===== src/rtl/shift_pkg.sv =====
`default_nettype none
// ============================================================================
// Module      : shift_pkg
// Description : Shared types and helpers for the shift execution unit.
//               Operation encoding, skid-buffer state encoding and a
//               fixed-width bit-reversal helper.
// Revision    : 1.0 - initial release
// ============================================================================
package shift_pkg;

    // Widest datapath the bit_reverse helper supports.
    localparam int c_SHIFT_MAX_W = 64;

    typedef enum logic [1:0] {
        SHIFT_SLL  = 2'b00,
        SHIFT_SRL  = 2'b01,
        SHIFT_RSVD = 2'b10,
        SHIFT_SRA  = 2'b11
    } shift_op_t;

    typedef enum logic [1:0] {
        SKID_EMPTY = 2'd0,
        SKID_ONE   = 2'd1,
        SKID_FULL  = 2'd2
    } skid_state_t;

    // Reverses all c_SHIFT_MAX_W bits. A narrower operand zero-extended on
    // the way in comes back reversed in the top bits of the result.
    function automatic logic [c_SHIFT_MAX_W-1:0] bit_reverse(
        input logic [c_SHIFT_MAX_W-1:0] v
    );
        logic [c_SHIFT_MAX_W-1:0] r;
        for (int i = 0; i < c_SHIFT_MAX_W; i++) begin
            r[i] = v[c_SHIFT_MAX_W-1-i];
        end
        return r;
    endfunction

endpackage
`default_nettype wire


===== src/rtl/shift_skid_buffer.sv =====
`default_nettype none
// ============================================================================
// Module      : shift_skid_buffer
// Description : Two-entry valid/ready skid buffer. Both ready and valid are
//               registered so no combinational path exists from out_ready
//               to in_ready.
//   in_valid/in_ready/in_data    : upstream handshake and payload
//   out_valid/out_ready/out_data : downstream handshake and payload
// Revision    : 1.0 - initial release
// ============================================================================
module shift_skid_buffer
    import shift_pkg::*;
#(
    parameter int WIDTH = 39
) (
    input  logic             clk,
    input  logic             rst_n,
    input  logic             in_valid,
    output logic             in_ready,
    input  logic [WIDTH-1:0] in_data,
    output logic             out_valid,
    input  logic             out_ready,
    output logic [WIDTH-1:0] out_data
);

    skid_state_t      state_q;
    logic [WIDTH-1:0] out_q;
    logic [WIDTH-1:0] skid_q;
    logic             in_ready_q;
    logic             out_valid_q;

    logic w_in_xfer;
    logic w_out_xfer;

    assign w_in_xfer  = in_valid & in_ready_q;
    assign w_out_xfer = out_valid_q & out_ready;

    // in_ready_q resets low and rises on the first edge after reset release,
    // since EMPTY always re-asserts it.
    always_ff @(posedge clk or negedge rst_n) begin
        if (!rst_n) begin
            state_q     <= SKID_EMPTY;
            out_q       <= '0;
            skid_q      <= '0;
            in_ready_q  <= 1'b0;
            out_valid_q <= 1'b0;
        end else begin
            case (state_q)
                SKID_EMPTY: begin
                    in_ready_q <= 1'b1;
                    if (w_in_xfer) begin
                        out_q       <= in_data;
                        out_valid_q <= 1'b1;
                        state_q     <= SKID_ONE;
                    end
                end
                SKID_ONE: begin
                    if (w_in_xfer && !w_out_xfer) begin
                        skid_q     <= in_data;
                        in_ready_q <= 1'b0;
                        state_q    <= SKID_FULL;
                    end else if (w_in_xfer && w_out_xfer) begin
                        out_q <= in_data;
                    end else if (w_out_xfer) begin
                        out_valid_q <= 1'b0;
                        state_q     <= SKID_EMPTY;
                    end
                end
                SKID_FULL: begin
                    if (w_out_xfer) begin
                        out_q      <= skid_q;
                        in_ready_q <= 1'b1;
                        state_q    <= SKID_ONE;
                    end
                end
                default: begin
                    out_valid_q <= 1'b0;
                    in_ready_q  <= 1'b1;
                    state_q     <= SKID_EMPTY;
                end
            endcase
        end
    end

    assign in_ready  = in_ready_q;
    assign out_valid = out_valid_q;
    assign out_data  = out_q;

endmodule
`default_nettype wire


===== src/rtl/sll.sv =====
`default_nettype none
// ============================================================================
// Module      : sll
// Description : Combinational logical left shifter.
//   data_i  : operand (N bits)
//   shamt_i : shift amount, 0..N-1
//   data_o  : data_i << shamt_i
// Revision    : 1.0 - initial release
// ============================================================================
module sll #(
    parameter int N = 32
) (
    input  logic [N-1:0]         data_i,
    input  logic [$clog2(N)-1:0] shamt_i,
    output logic [N-1:0]         data_o
);

    assign data_o = data_i << shamt_i;

endmodule
`default_nettype wire


===== src/rtl/shift_issue_stage.sv =====
`default_nettype none
// ============================================================================
// Module      : shift_issue_stage
// Description : Registered shift execution stage (SLL/SRL/SRA). Result is
//               computed combinationally and captured by a 2-entry skid
//               buffer.
//   clk, rst_n                   : clock, async active-low reset
//   in_valid/in_ready            : request handshake
//   in_op/in_data/in_shamt/in_tag: request fields
//   out_valid/out_ready          : result handshake
//   out_data/out_tag             : result and its tag
//   out_zero/out_illegal         : result is zero / came from reserved op
// Revision    : 1.0 - initial release
// ============================================================================
module shift_issue_stage
    import shift_pkg::*;
#(
    parameter int N     = 32,
    parameter int TAG_W = 5
) (
    input  logic                 clk,
    input  logic                 rst_n,
    input  logic                 in_valid,
    output logic                 in_ready,
    input  logic [1:0]           in_op,
    input  logic [N-1:0]         in_data,
    input  logic [$clog2(N)-1:0] in_shamt,
    input  logic [TAG_W-1:0]     in_tag,
    output logic                 out_valid,
    input  logic                 out_ready,
    output logic [N-1:0]         out_data,
    output logic [TAG_W-1:0]     out_tag,
    output logic                 out_zero,
    output logic                 out_illegal
);

    localparam int c_PAYLOAD_W = N + TAG_W + 2;

    shift_op_t w_op;
    assign w_op = shift_op_t'(in_op);

    logic [c_SHIFT_MAX_W-1:0] w_rev_in_full;
    logic [c_SHIFT_MAX_W-1:0] w_rev_dat_full;
    logic [c_SHIFT_MAX_W-1:0] w_rev_mask_full;
    logic [N-1:0]             w_rev_in;
    logic [N-1:0]             w_sll_src;
    logic [N-1:0]             w_sll_out;
    logic [N-1:0]             w_mask_sll;
    logic [N-1:0]             w_srl;
    logic [N-1:0]             w_fill;
    logic [N-1:0]             w_result;
    logic                     w_illegal;
    logic                     w_zero;
    logic [c_PAYLOAD_W-1:0]   w_payload_in;
    logic [c_PAYLOAD_W-1:0]   w_payload_out;

    // Right shifts reuse the left shifter on the bit-reversed operand.
    assign w_rev_in_full = bit_reverse(c_SHIFT_MAX_W'(in_data));
    assign w_rev_in      = w_rev_in_full[c_SHIFT_MAX_W-1 -: N];
    assign w_sll_src     = (w_op == SHIFT_SLL) ? in_data : w_rev_in;

    sll #(.N(N)) u_sll_data (
        .data_i  (w_sll_src),
        .shamt_i (in_shamt),
        .data_o  (w_sll_out)
    );

    // All-ones shifted left, reversed and inverted gives ones in exactly the
    // top in_shamt bit positions: the sign-fill mask for SRA.
    sll #(.N(N)) u_sll_mask (
        .data_i  ({N{1'b1}}),
        .shamt_i (in_shamt),
        .data_o  (w_mask_sll)
    );

    assign w_rev_dat_full  = bit_reverse(c_SHIFT_MAX_W'(w_sll_out));
    assign w_srl           = w_rev_dat_full[c_SHIFT_MAX_W-1 -: N];
    assign w_rev_mask_full = bit_reverse(c_SHIFT_MAX_W'(w_mask_sll));
    assign w_fill          = in_data[N-1] ? ~w_rev_mask_full[c_SHIFT_MAX_W-1 -: N] : '0;

    generate
        if (N < c_SHIFT_MAX_W) begin : g_rev_sink
            logic w_unused_rev;
            assign w_unused_rev = ^{w_rev_in_full[c_SHIFT_MAX_W-N-1:0],
                                    w_rev_dat_full[c_SHIFT_MAX_W-N-1:0],
                                    w_rev_mask_full[c_SHIFT_MAX_W-N-1:0]};
        end
    endgenerate

    always_comb begin
        w_result  = in_data;
        w_illegal = 1'b0;
        case (w_op)
            SHIFT_SLL:  w_result  = w_sll_out;
            SHIFT_SRL:  w_result  = w_srl;
            SHIFT_SRA:  w_result  = w_srl | w_fill;
            SHIFT_RSVD: w_illegal = 1'b1;
            default:    w_illegal = 1'b0;
        endcase
    end

    assign w_zero       = (w_result == '0);
    assign w_payload_in = {w_illegal, w_zero, in_tag, w_result};

    shift_skid_buffer #(.WIDTH(c_PAYLOAD_W)) u_skid (
        .clk       (clk),
        .rst_n     (rst_n),
        .in_valid  (in_valid),
        .in_ready  (in_ready),
        .in_data   (w_payload_in),
        .out_valid (out_valid),
        .out_ready (out_ready),
        .out_data  (w_payload_out)
    );

    assign out_data    = w_payload_out[N-1:0];
    assign out_tag     = w_payload_out[N+TAG_W-1:N];
    assign out_zero    = w_payload_out[N+TAG_W];
    assign out_illegal = w_payload_out[N+TAG_W+1];

endmodule
`default_nettype wire

===== config.mk =====
export PLATFORM = sky130hd
export DESIGN_NAME = shift_issue_stage
export DESIGN_NICKNAME = d
export VERILOG_FILES = /design/src/rtl/shift_pkg.sv /design/src/rtl/shift_skid_buffer.sv /design/src/rtl/sll.sv /design/src/rtl/shift_issue_stage.sv
export SDC_FILE = /design/constraint.sdc
export NUM_CORES = 1
export LEC_CHECK = 0
export ABC_AREA = 1
export ABC_CLOCK_PERIOD_IN_PS = 2200
export BUFFER_PORTS_ARGS = -buffer_cell sky130_fd_sc_hd__clkbuf_2
export CAP_MARGIN = 20
export CORE_MARGIN = 3
export CORE_UTILIZATION = 50
export CTS_CLUSTER_SIZE = 16
export DETAILED_ROUTE_END_ITERATION = 8
export PLACE_DENSITY = 0.72
export RECOVER_POWER = 25
export SETUP_SLACK_MARGIN = 0.15
export SYNTH_ARGS = -nofsm -noshare
export SYNTH_HDL_FRONTEND = slang
export SYNTH_SLANG_ARGS = --single-unit

===== constraint.sdc =====
create_clock -name clk -period 2.2 [get_ports clk]
set_clock_uncertainty 0.2 [all_clocks]
set_input_delay 0 -clock clk [delete_from_list [all_inputs] [get_ports clk]]
set_output_delay 0 -clock clk [all_outputs]
set_load 0.01 [all_outputs]

Yosys cells after proc, flatten, opt, wreduce, memory -nomap -nowiden. Cells that the tools add are included.

Equal/unequal tests: 14. Shift operators: 2. Mux-type cells: 23. Bitwise operators: 5. Reductions and logical operators: 12.

Operator list (count): $mux 39 (4); $pmux 39 s3 (1); $pmux 32 s3 (1); $mux 32 (2); $logic_not 32->1 (1); $not 32->32 (1); $or 32x32->32 (1); $shl 32x5->32 (1); $shl 32x5->32 const A (1); $mux 2 (5); $ne 2x1->1 const B (5); $reduce_and 5->1 (2); $mux 1 (7); $eq 2x2->1 const B (3); $pmux 2 s3 (1); $eq 2x1->1 const B (2); $logic_not 2->1 (2); $ne 2x2->1 const B (2); $reduce_and 2->1 (2); $reduce_and 4->1 (1); $ne 3x1->1 const B (1); $ne 3x2->1 const B (1); $pmux 1 s3 (1); $reduce_bool 3->1 (1); 5 further kinds (7).

Flip-flop bits (word level): 82. Output and inout port bits: 41.

Longest topological paths before layout.
Word-level depth: 9. Gate-level depth with buffers: 24. Depth with buffers taken out: 23.

Hierarchy. Synthesis repeated with hierarchy kept, for this count alone.

Cell total of the unflattened synthesis: 1556. Area, all modules: 8463.1 µm².

By module, submodules not included: shift_skid_buffer (instances 1, cells each 491, area each 3746.1 µm²); sll (instances 2, cells each 365, area each 1615.3 µm²); shift_issue_stage (instances 1, cells each 335, area each 1486.4 µm²).

Least setup slack after synthesis. No wires, ideal clock.

Path kind: input -> register. From: input in_shamt[0]. To: register u_skid.out_q[37], in the netlist u_skid.out_data[37]. Setup time: 0.066 ns. Arrival: 1.756 ns. Path slack: 0.178 ns. Stages on the path: 20. Path buffers: 3. Path through: buf_2 > inv_1 > buf_4 > buf_2 > nand3_1 > nand3_1 > nand3_1 > nand2_1 > nand2_1 > nand3_1 > nand3_1 > a21oi_1 > nand2_1 > nor2_1 > nand2_1 > nor2_1 > nand2_1 > nand2_1 > nand2_1 > nand2_1.

Longest elaborated chain between the ends: 9. Elaborated cells between the ends (all ways): 11. Classes of those cells: shift (2); mux (6); bitwise (2); reduce/logical (1).

Ends and longest elaborated chain: start, declared (line shift_issue_stage.sv:27) `input logic [$clog2(N)-1:0] in_shamt,`; $shl 32x5->32 (line sll.sv:18) `assign data_o = data_i << shamt_i;`; $not 32->32 (line shift_issue_stage.sv:79) `assign w_fill = in_data[N-1] ? ~w_rev_mask_full[c_SHIFT_MAX_W-1 -: N] : '0;`; $mux 32 (line shift_issue_stage.sv:79); $or 32x32->32 (line shift_issue_stage.sv:96) `SHIFT_SRA: w_result = w_srl | w_fill;`; $pmux 32 s3 (*) (line shift_issue_stage.sv:93) `case (w_op)`; $logic_not 32->1 (*) (line shift_issue_stage.sv:102) `assign w_zero = (w_result == '0);`; $mux 39 (line shift_skid_buffer.sv:62) `end else if (w_in_xfer && w_out_xfer) begin`; $mux 39 (line shift_skid_buffer.sv:58) `if (w_in_xfer && !w_out_xfer) begin`; $pmux 39 s3 (*) (line shift_skid_buffer.sv:48) `case (state_q)`; end signal, assigned (line shift_skid_buffer.sv:52) `out_q <= in_data;`; end signal, assigned (line shift_skid_buffer.sv:63) `out_q <= in_data;`; end signal, assigned (line shift_skid_buffer.sv:71) `out_q <= skid_q;`; end, declared (line shift_skid_buffer.sv:27) `logic [WIDTH-1:0] out_q;`.

Every way passes the cells marked *; elsewhere a longest branch is shown, timed or not. The select of a mux whose other input is x is not followed. A chain may end at the register's enable or synchronous reset.

Worst setup path in the final report.
From: input in_op[1]. To: register u_skid.out_q[6], in the netlist u_skid.out_data[6].

Longest elaborated chain between the ends: 8. Elaborated cells between the ends (all ways): 11. Classes of those cells: eq/ne (2); shift (1); mux (6); bitwise (1); reduce/logical (1).

Ends and longest elaborated chain: start, declared (line shift_issue_stage.sv:25) `input logic [1:0] in_op,`; $logic_not 2->1 (line shift_issue_stage.sv:60, shift_issue_stage.sv:93); $mux 32 (line shift_issue_stage.sv:60) `assign w_sll_src = (w_op == SHIFT_SLL) ? in_data : w_rev_in;`; $shl 32x5->32 (line sll.sv:18); $or 32x32->32 (line shift_issue_stage.sv:96); $pmux 32 s3 (*) (line shift_issue_stage.sv:93); $mux 39 (line shift_skid_buffer.sv:62); $mux 39 (line shift_skid_buffer.sv:58); $pmux 39 s3 (*) (line shift_skid_buffer.sv:48).

Marked as above.

==> results by group <==
Layout
  • Fill count: 1167
  • Non-filler instance count after layout: around 1500
  • Total number of nets in the final design: 1367
  • N_diodes: 0
  • Area added between synthesis and finish: 35.7%
  • Final design utilization: 70.8%
  • Share of cells above drive strength 1: 25.0%

Clock network
  • Worst-Skew Late Latency: 0.33 ns
  • Clock buffers created by TritonCTS: 9
  • CTS tree: built
  • Total clock sinks: 82
  • CTS H-tree depth: 3
  • Max Buffers Root-to-Sink: 2
  • Clk slew on worst S/H paths: 0.06 ns
  • Root buffer cell: sky130_fd_sc_hd__clkbuf_16

Die
  • I/O pin cnt: 89
  • Vert. Die Dim: approximately 120 um
  • Placeable core region: 0.0129 mm2
  • Die Outline Area: 0.0149 mm2
  • Initial core utilization: 52.2%
  • Row Count: 41
  • X dimension of the die: 122 um

Critical path
  • Critical Path RT: about 2.3 ns
  • Largest delay share family, worst path: simple AND/OR/NAND/NOR gates
  • Arrival time at the worst endpoint: 2.16 ns
  • Most common cell on crit path: sky130_fd_sc_hd__nand3_1
  • Maximum cell stage delay along the critical path: 0.23 ns
  • Crit. End Element: flop
  • Highest-delay cell along the critical path: sky130_fd_sc_hd__nand3b_1
  • Buffering stage count on the worst path with inverters included: 5
  • Critical-path maximum fanout: 8
  • Critical path startpoint category: input pin
  • WS Path Type: input pin to flop
  • Chain of cells forming the critical path: buf_4, nor2_4, buf_6, clkbuf_16, nand2_1, nand3_1, nand3_1, nand3_1, nand2_1, nand3b_1, nand3_1, a21oi_2, buf_4, buf_4, nor2_1, a21oi_1, o21ai_0

Power
  • Static power due to leakage: 4.71 nW
  • Portion of total power attributed to sequential cells: 33.8%
  • Internal cell power: 4.38 mW
  • Worst vdd ir: 0.000650 V
  • Fraction of power spent switching nets: 41.2%
  • Pwr/cell area: approximately 800 mW/mm2
  • Switching power of the nets: 3.07 mW
  • Part of the power in the clock network: 20.9%
  • Share of power burned in combinational logic: 45.4%

Synth
  • Async set-or-reset flop fraction in the synthesized netlist: between 90% and 100%
  • Area contributors post-synth: sky130_fd_sc_hd__dfrtp_1 (31%), sky130_fd_sc_hd__nand2_1 (21%), sky130_fd_sc_hd__nand3_1 (17%)
  • Distinct cell type count after synthesis: 30
  • Leading register cell type out of synthesis: sky130_fd_sc_hd__dfrtp_1
  • Dominant combinational cell family by area after synthesis: simple AND/OR/NAND/NOR gates
  • EDFF count, synth: 0
  • Post-synthesis xor/xnor area fraction: 0%
  • Library cell with the highest instance count after synthesis: sky130_fd_sc_hd__nand2_1
  • Seq/Total Area, Yosys: between 30% and 40%
  • Yosys warning total: 0
  • Mapped Cells: 1148
  • Share of Yosys cell area claimed by the top area cell type: 30.5%
  • Cell accounting for the most synthesized area: sky130_fd_sc_hd__dfrtp_1
  • Post-synthesis net count: between 1000 and 1500
  • Share of synthesized cell area in and, or, nand and nor gates: 45.7%
  • Multiplexer share of the synthesized area: 0%
  • Netlist area before placement: 0.00672 mm2
  • Synth cell count leaders: sky130_fd_sc_hd__nand2_1 (375), sky130_fd_sc_hd__nand3_1 (234), sky130_fd_sc_hd__o21ai_0 (100), sky130_fd_sc_hd__nor2_1 (95), sky130_fd_sc_hd__dfrtp_1 (82)
  • Number of synthesized register bits: 82
  • Compound-cell area share of the yosys netlist: 14.7%
  • Mean cell area of the mapped netlist: 5.86 um2
  • Synth Area in Adders: 0%

Global route
  • Via count of the first global-routing pass: 7701
  • Overall Global Routing Usage: around a third
  • Maximum number of pins on one net before global-route repair: 62
  • Initial antenna violation count: 0
  • Total global routing overflow: 0
  • Wire length of the first global-routing pass: 39500 um

Detailed routing
  • Final ANT Viol Nets: 0
  • Vias/cell: 5.80
  • Final routed wirelength across all metal layers: between 20000 and 30000 um
  • Via count: 8676
  • Drt wl/cell: roughly 17 um
  • Post-route DRC violation count: 0
  • Number of search-and-repair iterations in the first detailed-routing pass: 7
  • Initial drt markers: 1083

Worst hold path
  • Hold/Removal Path Class: input pin to flop

Timing
  • Final sum of negative setup slack: 0 ns
  • Tightest slew margin relative to the limit: roughly 27%
  • Final critical-path share of the clock period: 96.0%
  • Slew at the pin closest to its max-slew limit: 1.09 ns
  • Final count of hold timing violations: 0
  • RSZ-0062 raised after global routing: true
  • Min cycle time layout: 2.11 ns
  • Maximum clock rate: 473 MHz
  • Finish-stage setup viols: 0
  • Final number of max-transition violations: 0

Place
  • Port bufs: 88
  • Detailed placement HPWL: about 19000 um
  • Instance count after placement with tap cells included: 1457
  • Last weighted congestion value of the routability-driven placer: 1.12

Status
  • Outcome: completed

Flow run
  • Max-cap violations: 0
[layer usage]
layer	track usage (%)	up-vias	wire, um
li1	-	4141	-
met1	47.2	4012	11000
met2	52.9	465	11600
met3	6.69	58	2500
met4	7.21	0	622
met5	0	-	0
[area by class of cell]
type / count / area, um2 / area share, %
Multi-Input combinational cell: 914 / 4490 / 49.2
Sequential cell: 82 / 2050 / 22.5
Timing Repair Buffer: 230 / 1740 / 19.0
Inverter: 82 / 313 / 3.43
Clock buffer: 11 / 253 / 2.77
Tap cell: 172 / 215 / 2.36
Clock inverter: 5 / 60.1 / 0.658
[tightest hold or removal path, stage by stage]
cell and delay, ns:
sky130_fd_sc_hd__buf_6 0.10, sky130_fd_sc_hd__nor2_1 0.05, sky130_fd_sc_hd__inv_1 0.09, sky130_fd_sc_hd__buf_12 0.15
sky130_fd_sc_hd__o21ai_0 0.09
[power by group through the flow]
stage                     combinational, mW  clock, mW  sequential (mW)
after floorplan                        1.81          0             2.62
after global placement                 3.10          0             2.50
after detailed placement               3.17          0             2.52
after CTS                              3.25       1.58             2.51
after global routing                   3.80       1.64             2.58
final                                  3.38       1.56             2.52
[cells in the final DEF (no fill, tap or decap), types with 2 or more instances in the layout]
cell	instances
sky130_fd_sc_hd__nor3_1	2
sky130_fd_sc_hd__a21oi_1	52
sky130_fd_sc_hd__o21bai_1	4
sky130_fd_sc_hd__nand3_2	52
sky130_fd_sc_hd__clkinv_1	3
sky130_fd_sc_hd__buf_4	115
sky130_fd_sc_hd__a31oi_1	7
sky130_fd_sc_hd__nand3_1	182
sky130_fd_sc_hd__dfrtp_1	82
sky130_fd_sc_hd__o21ai_1	9
sky130_fd_sc_hd__nor2_2	12
sky130_fd_sc_hd__clkbuf_8	2
sky130_fd_sc_hd__clkbuf_16	11
sky130_fd_sc_hd__nand2_2	15
sky130_fd_sc_hd__buf_6	4
sky130_fd_sc_hd__o21ai_0	92
sky130_fd_sc_hd__dlygate4sd3_1	11
sky130_fd_sc_hd__clkbuf_1	8
sky130_fd_sc_hd__o21ai_2	3
sky130_fd_sc_hd__inv_6	2
sky130_fd_sc_hd__clkbuf_2	78
sky130_fd_sc_hd__a21oi_2	13
sky130_fd_sc_hd__nand3b_1	4
sky130_fd_sc_hd__inv_4	2
sky130_fd_sc_hd__o22ai_1	5
sky130_fd_sc_hd__buf_12	11
sky130_fd_sc_hd__nor2_1	83
sky130_fd_sc_hd__nand4_1	9
sky130_fd_sc_hd__nor2_4	2
sky130_fd_sc_hd__inv_1	77
sky130_fd_sc_hd__nand2_1	359
[through the flow]
| stage | power (mW) | setup WS, ns | area, um2 | hold WS, ns |
|---|---|---|---|---|
| floorplan | 4.43 | 0.178 | 6720 | -0.496 |
| global placement | 5.60 | -0.322 | 8120 | -0.172 |
| detailed placement | 5.70 | -0.331 | 8120 | -0.173 |
| CTS | 7.34 | 0.152 | 8680 | 0.0119 |
| global route | 8.02 | -0.0394 | 9120 | 0.0298 |
| finish | 7.46 | 0.0879 | 9120 | 0.00527 |
[what timing repair did]
item / 4_1_cts / 5_1_grt
hold buffers: 11 / 0
gates resized for setup: 21 / 102
pin swaps: 5 / 15
endpoints found under the hold margin: 101 / 0
endpoints found under the setup margin: 8 / 31
gates cloned: 1 / 2
buffers inserted: 6 / 3
[registers in the layout, indices dropped and copies added, names as in the netlist]
| signal | count |
|---|---|
| u_skid.state_q | 2 |
| u_skid.in_ready | 1 |
| u_skid.out_valid | 1 |
| u_skid.skid_q | 39 |
| u_skid.out_data | 39 |
[logic make-up after synthesis]
group | count (synthesis)
and+or+nand+nor | 724
buffers and inverters | 152
AOI/OAI and AO/OA | 190
DFF | 82
[worst paths after layout]
kind | startpoint | endpoint | slack (ns) | depth (start not counted)
worst max register to register | u_skid.out_valid | u_skid.skid_q[18] | 0.36 | 9
max in group asynchronous | rst_n | u_skid.skid_q[34] | 0.82 | 3
worst min-delay path | in_op[0] | u_skid.skid_q[38] | 0.005 | 5
worst min register to register | u_skid.skid_q[32] | u_skid.skid_q[32] | 0.28 | 2
min in group asynchronous | rst_n | u_skid.skid_q[16] | 0.20 | 2
worst max-delay path | in_op[1] | u_skid.out_data[6] | 0.09 | 17
Note: power is estimated with default switching activity, not from simulation.
